`src/rtl/alu_issue_pkg.sv`:
```
// Shared definitions for the ALU command issuer: opcodes, FSM encoding and
// the layout of a queued command record.
package alu_issue_pkg;

    // ALU opcodes. The issuer forwards all eight values uninterpreted.
    localparam logic [2:0] OP_ADD  = 3'b000;
    localparam logic [2:0] OP_SUB  = 3'b001;
    localparam logic [2:0] OP_AND  = 3'b010;
    localparam logic [2:0] OP_OR   = 3'b011;
    localparam logic [2:0] OP_XOR  = 3'b100;
    localparam logic [2:0] OP_GT   = 3'b101;
    localparam logic [2:0] OP_SHLA = 3'b110;
    localparam logic [2:0] OP_SHLB = 3'b111;

    // Issuer FSM encoding.
    localparam logic [1:0] ST_IDLE  = 2'd0;
    localparam logic [1:0] ST_DRIVE = 2'd1;
    localparam logic [1:0] ST_RESP  = 2'd2;

    localparam int OPCODE_W = 3;

    // Command record, MSB to LSB: {opcode, a, b, tag}.
    // Default-width view of the record, for reference and for benches.
    typedef struct packed {
        logic [OPCODE_W-1:0] opcode;
        logic [7:0]          a;
        logic [7:0]          b;
        logic [3:0]          tag;
    } cmd_rec_t;

    // Width of a command record for a given operand and tag width.
    function automatic int cmd_width(input int n, input int tag_w);
        return OPCODE_W + 2 * n + tag_w;
    endfunction

endpackage

```
`src/rtl/alu_cmd_fifo.sv`:
```
// Synchronous FIFO with first-word-fall-through read: rdata_o always shows
// the head entry so the consumer can load it on the same edge it pops.
module alu_cmd_fifo #(
    parameter int W     = 31,
    parameter int DEPTH = 4,
    localparam int AW   = $clog2(DEPTH),
    localparam int CW   = AW + 1
) (
    input  logic          clk,
    input  logic          rst_n,
    input  logic          push_i,
    input  logic [W-1:0]  wdata_i,
    input  logic          pop_i,
    output logic [W-1:0]  rdata_o,
    output logic          full_o,
    output logic          empty_o,
    output logic [CW-1:0] count_o
);

    logic [W-1:0]  mem_q [DEPTH];
    logic [AW-1:0] wr_ptr_q;
    logic [AW-1:0] rd_ptr_q;
    logic [CW-1:0] count_q;
    logic          push_ok;
    logic          pop_ok;

    assign full_o  = (count_q == CW'(DEPTH));
    assign empty_o = (count_q == '0);
    assign count_o = count_q;
    assign rdata_o = mem_q[rd_ptr_q];

    // Full/empty gating lives here so callers cannot corrupt the pointers.
    assign push_ok = push_i && !full_o;
    assign pop_ok  = pop_i && !empty_o;

    // Storage array: no reset needed, contents are qualified by count.
    always_ff @(posedge clk) begin
        if (push_ok) begin
            mem_q[wr_ptr_q] <= wdata_i;
        end
    end

    // Pointers wrap naturally because DEPTH is a power of two.
    always_ff @(posedge clk or negedge rst_n) begin
        if (!rst_n) begin
            wr_ptr_q <= '0;
            rd_ptr_q <= '0;
            count_q  <= '0;
        end else begin
            if (push_ok) wr_ptr_q <= wr_ptr_q + AW'(1);
            if (pop_ok)  rd_ptr_q <= rd_ptr_q + AW'(1);
            case ({push_ok, pop_ok})
                2'b10:   count_q <= count_q + CW'(1);
                2'b01:   count_q <= count_q - CW'(1);
                default: count_q <= count_q;
            endcase
        end
    end

endmodule

```
`src/rtl/alu_cmd_issuer.sv`:
```
// Command issuer for the combinational 8-bit ALU: queues commands, drives
// operands for one settle cycle, then returns the registered result and
// flags on a tagged valid/ready response stream.
module alu_cmd_issuer
    import alu_issue_pkg::*;
#(
    parameter int N     = 8,
    parameter int DEPTH = 4,
    parameter int TAG_W = 4
) (
    input  logic             clk,
    input  logic             rst_n,
    input  logic             cmd_valid,
    output logic             cmd_ready,
    input  logic [2:0]       cmd_opcode,
    input  logic [N-1:0]     cmd_a,
    input  logic [N-1:0]     cmd_b,
    input  logic [TAG_W-1:0] cmd_tag,
    output logic [N-1:0]     alu_a,
    output logic [N-1:0]     alu_b,
    output logic [2:0]       alu_opcode,
    input  logic [N-1:0]     alu_result,
    input  logic             alu_z_flag,
    input  logic             alu_c_flag,
    input  logic             alu_c_out,
    output logic             rsp_valid,
    input  logic             rsp_ready,
    output logic [N-1:0]     rsp_result,
    output logic             rsp_z,
    output logic             rsp_c,
    output logic             rsp_cout,
    output logic [TAG_W-1:0] rsp_tag,
    output logic             busy,
    output logic [15:0]      op_count
);

    localparam int CMD_W = cmd_width(N, TAG_W);
    localparam int CW    = $clog2(DEPTH) + 1;

    logic [CMD_W-1:0] fifo_wdata;
    logic [CMD_W-1:0] fifo_rdata;
    logic             fifo_full;
    logic             fifo_empty;
    logic [CW-1:0]    fifo_count;
    logic             pop;
    logic             rsp_hs;

    logic [2:0]       head_opcode;
    logic [N-1:0]     head_a;
    logic [N-1:0]     head_b;
    logic [TAG_W-1:0] head_tag;

    logic [1:0]       state_q, state_d;
    logic [N-1:0]     alu_a_q, alu_b_q;
    logic [2:0]       alu_opcode_q;
    logic [TAG_W-1:0] tag_q;
    logic             rsp_valid_q;
    logic [N-1:0]     rsp_result_q;
    logic             rsp_z_q, rsp_c_q, rsp_cout_q;
    logic [TAG_W-1:0] rsp_tag_q;
    logic [15:0]      op_count_q;

    assign fifo_wdata = {cmd_opcode, cmd_a, cmd_b, cmd_tag};
    assign {head_opcode, head_a, head_b, head_tag} = fifo_rdata;

    alu_cmd_fifo #(
        .W     (CMD_W),
        .DEPTH (DEPTH)
    ) u_fifo (
        .clk     (clk),
        .rst_n   (rst_n),
        .push_i  (cmd_valid),
        .wdata_i (fifo_wdata),
        .pop_i   (pop),
        .rdata_o (fifo_rdata),
        .full_o  (fifo_full),
        .empty_o (fifo_empty),
        .count_o (fifo_count)
    );

    // Ready depends only on the stored count: a pop on a full FIFO does not
    // open a slot for a push in the same cycle.
    assign cmd_ready = !fifo_full;
    assign busy      = (state_q != ST_IDLE) || (fifo_count != '0);
    assign rsp_hs    = rsp_valid_q && rsp_ready;

    // Next-state and pop decision: pop from IDLE, or chain straight from a
    // completed response into the next DRIVE.
    always_comb begin
        state_d = state_q;
        pop     = 1'b0;
        case (state_q)
            ST_IDLE: begin
                if (!fifo_empty) begin
                    pop     = 1'b1;
                    state_d = ST_DRIVE;
                end
            end
            ST_DRIVE: begin
                state_d = ST_RESP;
            end
            ST_RESP: begin
                if (rsp_hs) begin
                    if (!fifo_empty) begin
                        pop     = 1'b1;
                        state_d = ST_DRIVE;
                    end else begin
                        state_d = ST_IDLE;
                    end
                end
            end
            default: state_d = ST_IDLE;
        endcase
    end

    // State, operand and response registers; operands change only on pop,
    // responses are captured at the edge ending DRIVE.
    always_ff @(posedge clk or negedge rst_n) begin
        if (!rst_n) begin
            state_q      <= ST_IDLE;
            alu_a_q      <= '0;
            alu_b_q      <= '0;
            alu_opcode_q <= OP_ADD;
            tag_q        <= '0;
            rsp_valid_q  <= 1'b0;
            rsp_result_q <= '0;
            rsp_z_q      <= 1'b0;
            rsp_c_q      <= 1'b0;
            rsp_cout_q   <= 1'b0;
            rsp_tag_q    <= '0;
            op_count_q   <= '0;
        end else begin
            state_q <= state_d;
            if (pop) begin
                alu_a_q      <= head_a;
                alu_b_q      <= head_b;
                alu_opcode_q <= head_opcode;
                tag_q        <= head_tag;
            end
            if (state_q == ST_DRIVE) begin
                rsp_valid_q  <= 1'b1;
                rsp_result_q <= alu_result;
                rsp_z_q      <= alu_z_flag;
                rsp_c_q      <= alu_c_flag;
                rsp_cout_q   <= alu_c_out;
                rsp_tag_q    <= tag_q;
            end else if (rsp_hs) begin
                rsp_valid_q  <= 1'b0;
            end
            if (rsp_hs) begin
                op_count_q <= op_count_q + 16'd1;
            end
        end
    end

    assign alu_a      = alu_a_q;
    assign alu_b      = alu_b_q;
    assign alu_opcode = alu_opcode_q;
    assign rsp_valid  = rsp_valid_q;
    assign rsp_result = rsp_result_q;
    assign rsp_z      = rsp_z_q;
    assign rsp_c      = rsp_c_q;
    assign rsp_cout   = rsp_cout_q;
    assign rsp_tag    = rsp_tag_q;
    assign op_count   = op_count_q;

endmodule

```
`config.mk`:
```
export PLATFORM = sky130hd
export DESIGN_NAME = alu_cmd_issuer
export DESIGN_NICKNAME = d
export VERILOG_FILES = /design/src/rtl/alu_issue_pkg.sv /design/src/rtl/alu_cmd_fifo.sv /design/src/rtl/alu_cmd_issuer.sv
export SDC_FILE = /design/constraint.sdc
export NUM_CORES = 1
export LEC_CHECK = 0
export BUFFER_PORTS_ARGS = -buffer_cell sky130_fd_sc_hd__buf_2
export CAP_MARGIN = 20
export CORE_MARGIN = 2
export CORE_UTILIZATION = 56
export DETAILED_ROUTE_END_ITERATION = 10
export PLACE_DENSITY_LB_ADDON = 0.25
export SYNTH_ARGS = -nofsm -noshare
export SYNTH_HDL_FRONTEND = slang
export SYNTH_HIERARCHICAL = 1
export SYNTH_SLANG_ARGS = --single-unit
```
`constraint.sdc`:
```
create_clock -name clk -period 2.8 [get_ports clk]
set_input_delay 0.28 -clock clk [delete_from_list [all_inputs] [get_ports clk]]
set_output_delay 0.28 -clock clk [all_outputs]
set_load 0.05 [all_outputs]
```
-- Yosys cells after proc, flatten, opt, wreduce, memory -nomap -nowiden
Memories as Yosys holds them, arrays and structs flattened. A register that Yosys moved wholly into a read port is not among the register bits.
Index checks and enable logic that the tools add are counted.
- flip-flop bits (word level): 41
- latch bits: 0
- bits in writable memories: 92
- memory bits (read-only): 0
- input port bits: 38
- output and inout bits: 53
- logic and storage cells: 50
- memories kept: 1
- memories (name ; depth ; width ; read ports ; clocked after memory_dff ; write ports ; RTL line ; RTL):
    u_fifo.mem_q ; 4 ; 23 ; 1 ; 1 ; 1 ; alu_cmd_fifo.sv:20 ; logic [W-1:0] mem_q [DEPTH];
- add/sub/neg operators: 5
- multiply operators: 0
- div/mod/pow operators: 0
- $lt $le $gt $ge: 0
- eq/ne operators: 7
- shift-type cells: 0
- multiplexer cells: 12
- bitwise operators: 0
- reductions and logical operators: 14
- operators with widths (operator ; count):
    adder 16 x 1 -> 16 bit, second input constant ; 1
    2-to-1 mux 1 bit ; 7
    one-hot mux 2 bit (3 select lines) ; 1
    one-hot mux 3 bit (2 select lines) ; 1
    nonzero test 2 bit ; 3
    adder 2 x 1 -> 2 bit, second input constant ; 2
    == test 2 x 1 -> 1 bit, second input constant ; 2
    == test 2 bit, second input constant ; 2
    2-to-1 mux 2 bit ; 2
    inequality test 2 bit, second input constant ; 2
    adder 3 x 1 -> 3 bit, second input constant ; 1
    == test 3 bit, second input constant ; 1
    logical AND 1 bit ; 3
    zero test 1 bit ; 3
    zero test 3 bit ; 1
    nonzero test 3 bit ; 1
    subtractor 3 x 1 -> 3 bit, second input constant ; 1
    zero test 2 bit ; 1
    one-hot mux 1 bit (2 select lines) ; 1
    AND reduction 2 bit ; 1
    logical OR 1 bit ; 1

-- Depth between registers and ports, before layout
- depth in word-level cells: 7
- gate-level depth with buffers: 10
- mapped depth without buffers: 9

-- By module
The synthesis kept the hierarchy.
- modules (own cells, without submodules) (module ; times used ; cells each ; area each (µm²) ; sequential area each (µm²)):
    alu_cmd_fifo ; 1 ; 158 ; 3791.1 ; 2937.8
    alu_cmd_issuer ; 1 ; 186 ; 2260.9 ; 1426.4

-- Worst setup path after synthesis
No wires, ideal clock.
- path type: reg-to-reg
- from: register rsp_valid_q, in the netlist rsp_valid
- to: register u_fifo.count_q[2], in the netlist u_fifo/count_o[2]
- library setup time: 79 ps
- arrival time: 2581 ps
- data required time: 2721 ps
- path slack: 140 ps
- cell stages (with the launch flop): 11
- path buffers: 1
- clock period less this slack: 2660 ps
- cells stage by stage: dfrtp_1 -> nand2_4 -> a211oi_4 -> buf_6 -> o31a_1 -> ha_1 -> inv_1 -> fa_1 -> xor2_1 -> nor2_1 -> xor2_1
- longest elaborated chain between the ends: 6
- elaborated cells between the ends (all ways): 8
- classes of those cells: eq/ne (2); mux (3); reduce/logical (3)
- ends and longest elaborated chain (item ; RTL line ; RTL):
    start: declaration ; alu_cmd_issuer.sv:57 ; logic rsp_valid_q;
    start signal: assignment ; alu_cmd_issuer.sv:125 ; rsp_valid_q <= 1'b0;
    start signal: assignment ; alu_cmd_issuer.sv:141 ; rsp_valid_q <= 1'b1;
    start signal: assignment ; alu_cmd_issuer.sv:148 ; rsp_valid_q <= 1'b0;
    logical AND 1 bit (*) ; alu_cmd_issuer.sv:85 ; assign rsp_hs = rsp_valid_q && rsp_ready;
    2-to-1 mux 1 bit (*) ; alu_cmd_issuer.sv:103 ; if (rsp_hs) begin
    one-hot mux 1 bit (2 select lines) (*) ; alu_cmd_issuer.sv:92 ; case (state_q)
    net pop ; alu_cmd_issuer.sv:45 ; logic pop;
    logical AND 1 bit (*) ; alu_cmd_fifo.sv:34 ; assign pop_ok = pop_i && !empty_o;
    net u_fifo.pop_ok ; alu_cmd_fifo.sv:25 ; logic pop_ok;
    == test 2 x 1 -> 1 bit / == test 2 bit (equally long branches) ; alu_cmd_fifo.sv:52 ; case ({push_ok, pop_ok})
    one-hot mux 3 bit (2 select lines) / nonzero test 2 bit (equally long branches) ; - ;
    end signal: assignment ; alu_cmd_fifo.sv:53 ; 2'b10: count_q <= count_q + CW'(1);
    end signal: assignment ; alu_cmd_fifo.sv:54 ; 2'b01: count_q <= count_q - CW'(1);
    end signal: assignment ; alu_cmd_fifo.sv:55 ; default: count_q <= count_q;
    end: declaration ; alu_cmd_fifo.sv:23 ; logic [CW-1:0] count_q;
The timed path passes the listed nets; every way through them passes the cells marked *.
A chain may end at the register's enable or synchronous reset.

-- Worst setup path in the final report
- from: register u_fifo.count_q[0], in the netlist u_fifo/count_o[0]
- to: register u_fifo.count_q[2], in the netlist u_fifo/count_o[2]
- longest elaborated chain between the ends: 7
- elaborated cells between the ends (all ways): 15
- classes of those cells: add/sub (2); eq/ne (3); mux (4); reduce/logical (6)
- ends and longest elaborated chain (item ; RTL line ; RTL):
    zero test 3 bit (*) ; alu_cmd_fifo.sv:28 ; assign empty_o = (count_q == '0);
    net fifo_empty ; alu_cmd_issuer.sv:43 ; logic fifo_empty;
    2-to-1 mux 1 bit ; alu_cmd_issuer.sv:94, alu_cmd_issuer.sv:104 ;
    2-to-1 mux 1 bit ; alu_cmd_issuer.sv:103 ;
    one-hot mux 1 bit (2 select lines) ; alu_cmd_issuer.sv:92 ;
    logical AND 1 bit (*) ; alu_cmd_fifo.sv:34 ;
    net u_fifo.pop_ok ; alu_cmd_fifo.sv:25 ;
    == test 2 x 1 -> 1 bit / == test 2 bit (equally long branches) ; alu_cmd_fifo.sv:52 ;
    one-hot mux 3 bit (2 select lines) / nonzero test 2 bit (equally long branches) ; - ;
Marked as above.

==> impl_metrics.csv <==
group,metric,value,unit
final_layout,area_growth,26.8,%
routing,vias,3335,
floorplanning,die_h,108,um
sta,worst_slack,0.550,ns
routing,drtAntennaViolNets,0,
synth,ys_types,34,
global_routing,antenna_found_initial,0,
power,powerDensity,1210,nW/um2
sta,period_minus_slack,2.25,ns
place,gp_congestion,0.733,
global_routing,grt.overflow.total,0,
synth,avgSynthCellArea,17.6,um2
sta,rsz0062_at_grt,"false",
synth,ys_dominant_reg_cell,"edfxtp_1",
clock_tree,clockBufferDepth,2,
clock_tree,cts_htree_levels,4,
floorplanning,row_count,37,
sta,finalSetupTns,0,ns
global_routing,grt_max_degree,65,
critical_path,crit_start,"u_fifo/count_o[0]",
global_routing,grt_usage,20.9,%
routing,drt_iter0_drc,175,
final_layout,fin_util,73.7,%
power,clockPowerShare,24.9,%
synth,yosysWarnings,6,
synth,netlist_area,6050,um2
place,port_buffers,90,
sta,report.final.slew_viol_count,0,
outcome,outcome,"finished, final reports clean",
worst_hold_path,min-delay-start,"rsp_ready",
floorplanning,fp.dieW,108,um
synth,synthArstFlopShare,41.0,%
critical_path,required,3.23,ns
critical_path,crit_fanout,6,
power,sw_frac_of_total,37.0,%
global_routing,grt_first_pass_wirelength,17.7,mm
synth,synth_edf_count,92,
clock_tree,cts-root-buf,"clkbuf_8",
routing,totalWireLength,11.1,mm
sta,setup-violations-final,0,
floorplanning,fp.dieArea,11700,um2
sta,hold_ws,0.0272,ns
run,cap_violations,0,
sta,achievable-frequency,445,MHz
place,dp_hpwl,6.70,mm
synth,syn_inst,344,
clock_tree,cts_num_sinks,156,
power,vdd_drop_max,689,uV
sta,tightestPinTransition,0.625,ns
critical_path,worst-setup-path-type,"reg -> reg",
clock_tree,cts_setup_buffers,0,
routing,avgRoutedWirePerCell,17.3,um
synth,synth_seq_cells,156,
clock_tree,cts_buffers,17,
final_layout,fin_nets,536,
floorplanning,core,10400,um2
sta,hold_viol,0,
power,seqPwrFrac,38.7,%
critical_path,cp-end-kind,"flop",
power,cellLeakagePower,3.20,nW
power,p_int,5.87,mW
sta,fin_crit_sh,80.3,%
clock_tree,clk_pin_slew,0.06,ns
sta,slew_headroom,58.4,%
routing,drc,0,
final_layout,final_common_cell,"edfxtp_1",
critical_path,r2r_start,"u_fifo/count_o[0]",
final_layout,final_layout_size_suffix_gt1_share,36.5,%
power,pwr-share-comb,36.5,%
worst_hold_path,hold_class,"in -> reg",
synth,syn_nets,389,
critical_path,worst-endpoint-arrival,2.68,ns
routing,viasPerCell,5.21,
power,netSwitchingPower,3.45,mW
floorplanning,num_io_pins,91,
synth,ys_seq_area_share,72.1,%
clock_tree,cts_tree,"yes",
global_routing,grt_pass1_vias,3585,
floorplanning,start_util,58.1,%
sta,fin_skew,0.00779,ns
clock_tree,insertion_delay,0.52,ns
routing,drtPass1Iterations,4,
final_layout,final_cell_mix,"edfxtp_1 (92), buf_2 (90), dfrtp_1 (63)",
critical_path,critPathLaunchType,"flop",
final_layout,antenna_cells,0,
place,dp_slack,0.581,ns
synth_stat cells, types with 2 or more instances:
master	n	share of area [%]
and2_1	5	0.52
buf_12	2	0.66
buf_2	5	0.41
buf_6	3	0.56
dfrtp_1	64	26
edfxtp_1	92	46
ha_1	6	1.2
inv_1	9	0.56
mux2_2	24	4.5
mux4_1	5	2.2
mux4_2	18	6.7
nand2_1	55	3.4
nand3_1	5	0.41
nand4_1	2	0.21
nor2_1	6	0.37
nor2b_1	2	0.21
nor3_1	4	0.33
o21ai_0	2	0.17
xnor2_1	12	1.7
xor2_1	9	1.3
critical path: stages, from the launching register on:
cell      delay (ns)
dfrtp_1         0.46
nor3_1          0.15
a211oi_4        0.24
o31a_1          0.24
ha_1            0.20
inv_1           0.07
fa_1            0.38
xor2_1          0.15
nor2_1          0.10
xor2_1          0.17
final timing paths:
kind                       slack, ns            endpoint  depth (start not counted)
min in group asynchronous       0.31       rsp_result[4]                          3
hold / removal                  0.03           rsp_valid                          2
setup / recovery                0.55   u_fifo/count_o[2]                          9
hold reg to reg                 0.47       rsp_result[6]                          2
max in group asynchronous       2.18  u_fifo/rd_ptr_q[0]                          3
setup reg to reg                0.55   u_fifo/count_o[2]                          9
cells by family (layout without fill, tap and decap cells):
group / count (synthesis) / after routing / synth area share (%)
multiplexers: 49 / 49 / 13.7
flip-flops: 156 / 156 / 72.1
buffers and inverters: 20 / 180 / 2.25
AND/OR/NAND/NOR: 86 / 86 / 6.51
AO/OA/AOI/OAI: 5 / 5 / 0.765
adder cells (fa/ha/maj): 7 / 7 / 1.57
XOR/XNOR: 21 / 21 / 3.04
power by group through the flow:
stage / Sequential (mW) / Combinational, mW / Clock (mW)
3_5_place_dp: 3.65 / 3.38 / 0
4_1_cts: 3.62 / 3.45 / 2.37
3_3_place_gp: 3.61 / 3.28 / 0
5_1_grt: 3.69 / 3.63 / 2.46
6_report: 3.61 / 3.40 / 2.32
2_1_floorplan: 4.49 / 1.71 / 0
flip-flops by register name, indices dropped and copies added (netlist names):
signal	count
alu_a	8
alu_b	8
alu_opcode	3
op_count	16
rsp_c	1
rsp_cout	1
rsp_result	8
rsp_tag	4
rsp_valid	1
rsp_z	1
state_q	2
tag_q	4
u_fifo/count_o	3
u_fifo/mem_q	92
u_fifo/rd_ptr_q	2
u_fifo/wr_ptr_q	2
layer usage:
metal | part of all wire [%] | track usage (%) | up-vias
met2 | 53 | 37.3 | 92
met3 | 4.6 | 5.30 | 11
li1 | - | - | 1558
met4 | 1.2 | 8.79 | 0
met5 | 0 | 0 | -
met1 | 41 | 24.1 | 1674
metrics by stage:
stage | total power, mW | cells | cell area, um2
floorplan | 6.21 | 344 | 6050
global placement | 6.89 | 573 | 6700
detailed placement | 7.03 | 573 | 6700
CTS | 9.44 | 640 | 7670
global route | 9.79 | 640 | 7670
finish | 9.32 | 640 | 7670
cell type report:
class                      count  area [um2]
clock inverter                11         130
inverter                       9        33.8
sequential                   156        4370
tap                          136         170
multi-input combinational    168        1550
timing repair buffer         139         931
clock buffer                  21         493
fill                         641        2740
what timing repair did:
action / in CTS / in global routing
endpoints found under the hold margin: 167 / 0
hold buffers: 35 / 0
resized for setup: 0 / 0
(Power assumes the default switching activity.)
